## config.mk

```make
export PLATFORM = sky130hd
export DESIGN_NAME = fp_mul_round_norm
export DESIGN_NICKNAME = d
export VERILOG_FILES = /design/src/rtl/fp_pkg.sv /design/src/rtl/fp_round_rne.sv /design/src/rtl/fp_mul_round_norm.sv
export SDC_FILE = /design/constraint.sdc
export NUM_CORES = 1
export LEC_CHECK = 0
export ABC_AREA = 1
export CAP_MARGIN = 20
export CELL_PAD_IN_SITES_DETAIL_PLACEMENT = 1
export CELL_PAD_IN_SITES_GLOBAL_PLACEMENT = 1
export CORE_MARGIN = 4
export CORE_UTILIZATION = 36
export DETAILED_ROUTE_END_ITERATION = 7
export GPL_TIMING_DRIVEN = 0
export PLACE_DENSITY = 0.91
export REMOVE_ABC_BUFFERS = 1
export SLEW_MARGIN = 20
export SYNTH_ARGS = -nofsm -noshare
export SYNTH_HDL_FRONTEND = slang
export SYNTH_SLANG_ARGS = --single-unit
```

## constraint.sdc

```tcl
create_clock -name clk -period 3.5 [get_ports clk]
set_input_delay 0.35 -clock clk [delete_from_list [all_inputs] [get_ports clk]]
set_output_delay 0.35 -clock clk [all_outputs]
set_load 0.01 [all_outputs]
```

## src/rtl/fp_pkg.sv

```systemverilog
// Shared FP constants, flag bit positions and the stage-1 payload layout
// used by the multiplier back end.
package fp_pkg;
   localparam int          FP_BIAS    = 127;
   localparam logic [31:0] FP_QNAN    = 32'h7FC0_0000;
   localparam int          FP_EXP_MAX = 255;

   // Bit positions inside the 4-bit flags vector {inv, ovf, unf, inx}
   localparam int FLG_INV = 3;
   localparam int FLG_OVF = 2;
   localparam int FLG_UNF = 1;
   localparam int FLG_INX = 0;

   // Normalised product held between the two pipeline stages
   typedef struct packed {
      logic [22:0]        m;     // fraction bits below the hidden one
      logic               g;     // guard bit
      logic               s;     // sticky OR of everything below guard
      logic signed [10:0] e;     // unbiased-then-rebiased exponent, may be <=0 or >=255
      logic               sign;
      logic               zero;
      logic               inf;
      logic               nan;
   } s1_t;
endpackage

```

## src/rtl/fp_round_rne.sv

```systemverilog
// Round-to-nearest-even on a 23-bit fraction with guard/sticky; a rounding
// carry out of the fraction bumps the exponent and clears the fraction.
module fp_round_rne
   import fp_pkg::*;
(
   input  logic [22:0]        i_m,
   input  logic               i_g,
   input  logic               i_s,
   input  logic signed [10:0] i_e,
   output logic [22:0]        o_mant,
   output logic signed [10:0] o_exp,
   output logic               o_inexact
);
   logic        w_up;
   logic [23:0] w_mr;

   // Increment when above half, or exactly half with an odd LSB
   assign w_up      = i_g & (i_s | i_m[0]);
   assign w_mr      = {1'b0, i_m} + {23'd0, w_up};
   assign o_mant    = w_mr[23] ? 23'd0 : w_mr[22:0];
   assign o_exp     = i_e + $signed({10'd0, w_mr[23]});
   assign o_inexact = i_g | i_s;
endmodule

```

## src/rtl/fp_mul_round_norm.sv

```systemverilog
// Back end of the single-precision multiplier: normalise the 50-bit product,
// round to nearest-even, resolve specials/overflow/underflow and pack the
// IEEE single. Two register stages with valid/ready; no skid buffer.
module fp_mul_round_norm
   import fp_pkg::*;
#(
   parameter int BIAS   = FP_BIAS,
   parameter int PROD_W = 50
) (
   input  logic              clk,
   input  logic              rst,
   input  logic              in_valid,
   output logic              in_ready,
   input  logic [PROD_W-1:0] prod,
   input  logic              sign,
   input  logic [9:0]        exp_sum,
   input  logic              op_zero,
   input  logic              op_inf,
   input  logic              op_nan,
   output logic              out_valid,
   input  logic              out_ready,
   output logic [31:0]       result,
   output logic [3:0]        flags
);
   logic               w_en1, w_en2;
   s1_t                w_s1_nxt;
   s1_t                r_s1;
   logic               r_s1_valid;
   logic               r_out_valid;
   logic [31:0]        r_result;
   logic [3:0]         r_flags;
   logic [22:0]        w_rnd_mant;
   logic signed [10:0] w_rnd_exp;
   logic               w_rnd_inx;
   logic [31:0]        w_res;
   logic [3:0]         w_flg;
   logic               w_hi;

   // Stage 2 advances when empty or drained; stage 1 when empty or stage 2 moves
   assign w_en2    = !r_out_valid | out_ready;
   assign w_en1    = !r_s1_valid | w_en2;
   assign in_ready = w_en1;

   assign out_valid = r_out_valid;
   assign result    = r_result;
   assign flags     = r_flags;

   // Normalise: a product in [2,4) shifts one further and bumps the exponent
   assign w_hi = prod[PROD_W-1];
   always_comb begin
      w_s1_nxt      = '0;
      w_s1_nxt.m    = w_hi ? prod[48:26] : prod[47:25];
      w_s1_nxt.g    = w_hi ? prod[25]    : prod[24];
      w_s1_nxt.s    = w_hi ? (|prod[24:0]) : (|prod[23:0]);
      w_s1_nxt.e    = $signed({1'b0, exp_sum} - 11'(BIAS) + {10'd0, w_hi});
      w_s1_nxt.sign = sign;
      w_s1_nxt.zero = op_zero;
      w_s1_nxt.inf  = op_inf;
      w_s1_nxt.nan  = op_nan;
   end

   // Stage 1 register: payload only captured for real transfers
   always_ff @(posedge clk or posedge rst) begin
      if (rst) begin
         r_s1_valid <= 1'b0;
         r_s1       <= '0;
      end else if (w_en1) begin
         r_s1_valid <= in_valid;
         if (in_valid) r_s1 <= w_s1_nxt;
      end
   end

   fp_round_rne u_rnd (
      .i_m       (r_s1.m),
      .i_g       (r_s1.g),
      .i_s       (r_s1.s),
      .i_e       (r_s1.e),
      .o_mant    (w_rnd_mant),
      .o_exp     (w_rnd_exp),
      .o_inexact (w_rnd_inx)
   );

   // Result selection; underflow looks at the pre-rounding exponent so a
   // carry out of e=0 still flushes, overflow looks at the rounded one
   always_comb begin
      w_res          = {r_s1.sign, w_rnd_exp[7:0], w_rnd_mant};
      w_flg          = '0;
      w_flg[FLG_INX] = w_rnd_inx;
      if (r_s1.nan | (r_s1.inf & r_s1.zero)) begin
         w_res          = FP_QNAN;
         w_flg          = '0;
         w_flg[FLG_INV] = r_s1.inf & r_s1.zero;
      end else if (r_s1.inf) begin
         w_res = {r_s1.sign, 8'hFF, 23'd0};
         w_flg = '0;
      end else if (r_s1.zero) begin
         w_res = {r_s1.sign, 31'd0};
         w_flg = '0;
      end else if (w_rnd_exp >= $signed(11'(FP_EXP_MAX))) begin
         w_res          = {r_s1.sign, 8'hFF, 23'd0};
         w_flg          = '0;
         w_flg[FLG_OVF] = 1'b1;
         w_flg[FLG_INX] = 1'b1;
      end else if ($signed(r_s1.e) <= 11'sd0) begin
         w_res          = {r_s1.sign, 31'd0};
         w_flg          = '0;
         w_flg[FLG_UNF] = 1'b1;
         w_flg[FLG_INX] = 1'b1;
      end
   end

   // Stage 2 register: output holds while the consumer stalls
   always_ff @(posedge clk or posedge rst) begin
      if (rst) begin
         r_out_valid <= 1'b0;
         r_result    <= '0;
         r_flags     <= '0;
      end else if (w_en2) begin
         r_out_valid <= r_s1_valid;
         if (r_s1_valid) begin
            r_result <= w_res;
            r_flags  <= w_flg;
         end
      end
   end
endmodule

```

==> impl_metrics.yaml <==
status:
  outcome: "complete, no violations"
placement:
  place_hpwl_mm: 10.2
  port_buffers: 105
  place_congestion: 0.886
  dp.cells: 799
clocking:
  clock_sinks: 78
  clock_path_buffers: 2
  cts_root_buf: "clkbuf_16"
  cts_made_buffers: 9
  clkTransAtPathRegs_ns: 0.06
  cts_tree: "yes"
  h-tree-depth: 3
  clock_latency_ns: 0.34
pwr:
  ir_worst_vdd_mv: 0.201
  powerDensity_mw_per_mm2: 502
  leakage_nw: 2.68
  finalPower_mw: 2.93
critical_path:
  worstPathCellList: "o21a_1, ha_1, nand3_2, nor2_4, nand4_4, nor2_4, nand3_1, inv_1, ha_2, ha_2, nand2_2, nor2_4, nand2_1, nand2_1, nand2_1, a21oi_1, nand2_2, nand2_4, nand2_1, nand2_1, a21oi_1"
  required_ns: 3.69
  slowest_stage: "dfrtp_1"
  end_kind: "flip-flop"
  arrival_ns: 3.45
  cp_max_fo: 7
  worst_path_most_repeated_cell: "nand2_1"
  critPathKind: "reg2reg"
  crit_path_start_kind: "flip-flop"
  max_stage_delay_ns: 0.38
die:
  dieWidth_um: 117
  ios: 106
  initial_utilization: 0.372
  core_mm2: 0.0115
  die_area_mm2: 0.0137
  placementRows: 39
  die_h_um: 117
route:
  wl_met3_um: 595
  wirelength_mm: 13.7
  wl_met2_mm: 6.73
  top_layer_used: "met4"
  first_iter_violations: 244
  vias: 4214
  wl_met1_mm: 6.20
  via_per_inst: 5.16
  first_pass_iters: 4
  drc: 0
  ant_nets: 0
  routedWlPerCell_um: 16.8
global_routing:
  grt_max_degree: 60
  grt_pass1_wl_mm: 22.1
  grt_pass1_vias: 4414
  grtUsageTotal: 0.206
  grt-ovfl-total: 0
  antenna_found_initial: 0
synth:
  ys_seq_area_frac: 0.455
  yosysWarnings: 0
  synth_top_flop_cell: "dfrtp_1"
  synth.largest_area_cell: "dfrtp_1"
  syn_area_mm2: 0.00429
  async_flop_share: 1.00
  synth-seq-cells: 78
  synth.most_common_cell: "nand2_1"
  yosysTopAreaCellShare: 0.455
  synth_area_leaders: "dfrtp_1 46%, nand2_1 15%, nor2_1 5.2%"
  synth.top_cells.by_count: "175 x nand2_1, 78 x dfrtp_1, 59 x nor2_1"
  netlist_instances: 569
  yosysUniqueCellTypes: 37
  synth-edff-count: 0
  synth.avg_cell_area_um2: 7.53
layout:
  drive_gt1_frac: 0.0638
  final_nets: 743
  synthToLayoutAreaGrowth_pct: 36.1
  stdcell_count: 817
  antenna_cells: 0
sta:
  tns_ns: 0
  max_freq_ghz: 0.306
  hold_violations: 0
  skew_ns: 0.00596
  finalCriticalPeriod_ns: 3.27
  fin_crit_sh: 0.934
  max_slew_margin: 0.328
  tightest_slew_ns: 1.01
  whs_ns: 0.316
  slew_viol_final: 0
  rsz0062_at_grt: "no"
  setup_viol: 0
worst_hold_path:
  hp-class: "in2async"
job:
  max_cap_violations: 0
## cells by family after synthesis
kind of cell,after synthesis,share of synthesized area
flops,78,0.455
buf+inv,78,0.0765
simple gates,303,0.299
compound gates,84,0.110
fa+ha+maj,6,0.0175
xor+xnor,20,0.0409
## layout by cell type, fill, tap and decap left out, types with 7 or more instances in the layout
cell type        instances
nand4_1                  9
a31oi_1                 23
nand2_1                173
dfrtp_1                 78
o21ai_1                 17
o21ai_0                 22
clkbuf_16                9
inv_1                   54
xor2_1                  18
nor3_1                  11
nand3_1                 25
a21oi_1                 12
nor4_1                   7
nor2_1                  59
clkdlybuf4s50_1        105
## routing by layer
layer	up-vias	GRT usage
met1	2046	0.276
met3	17	0.0406
met4	0	0.0528
met5	-	0
li1	2053	-
met2	98	0.343
## report_power, final
part / switching (mW) / total, mW / internal, mW
clock: 0.382 / 0.951 / 0.569
combinational: 0.439 / 0.793 / 0.354
sequential: 0.143 / 1.19 / 1.04
## worst max-delay path: cells and delay by family, from the launching register on
family	cells	cell delay, ns
adder cells (fa/ha/maj)	3	0.62
AO/OA/AOI/OAI	3	0.39
AND/OR/NAND/NOR	14	1.63
flip-flops	1	0.38
buffers and inverters	1	0.10
## final cells by class
type | instances | area [um^2]
inverter | 58 | 221
multi-input combinational | 414 | 2080
fill | 1459 | 5680
timing repair buffer | 108 | 1110
tap | 143 | 179
clock inverter | 6 | 61.3
clock buffer | 10 | 239
sequential | 78 | 1950
## final timing paths
check | start | endpoint | slack (ns) | depth (start not counted)
min reg2reg | result[5] | result[5] | 0.49 | 2
max reg2reg | r_s1[17] | result[29] | 0.23 | 21
max | r_s1[17] | result[29] | 0.23 | 21
max in group asynchronous | rst | out_valid | 2.59 | 3
min in group clk | result[5] | result[5] | 0.49 | 2
min | rst | result[21] | 0.32 | 2
## flip-flops by register name (all words and copies together), names as in the netlist
name and count:
result 32, r_s1 40, r_s1_valid 1, out_valid 1
flags 4
## through the flow
stage | utilization | worst slack, ns | instance area [um^2]
2_1_floorplan | - | 0.676 | 4180
5_1_grt | 0.507 | 0.0109 | 5840
6_report | 0.507 | 0.230 | 5840
4_1_cts | 0.501 | 0.0501 | 5770
3_3_place_gp | 0.469 | -0.0611 | 5410
3_5_place_dp | 0.474 | -0.140 | 5460
## what timing repair did
action                                  4_1_cts  5_1_grt
gates resized for setup                       2       17
hold buffers                                  0        0
endpoints found under the setup margin       20       33
pin swaps                                     0        2
buffers inserted                              0        1
gates cloned                                  0        1
(Power assumes the default switching activity.)
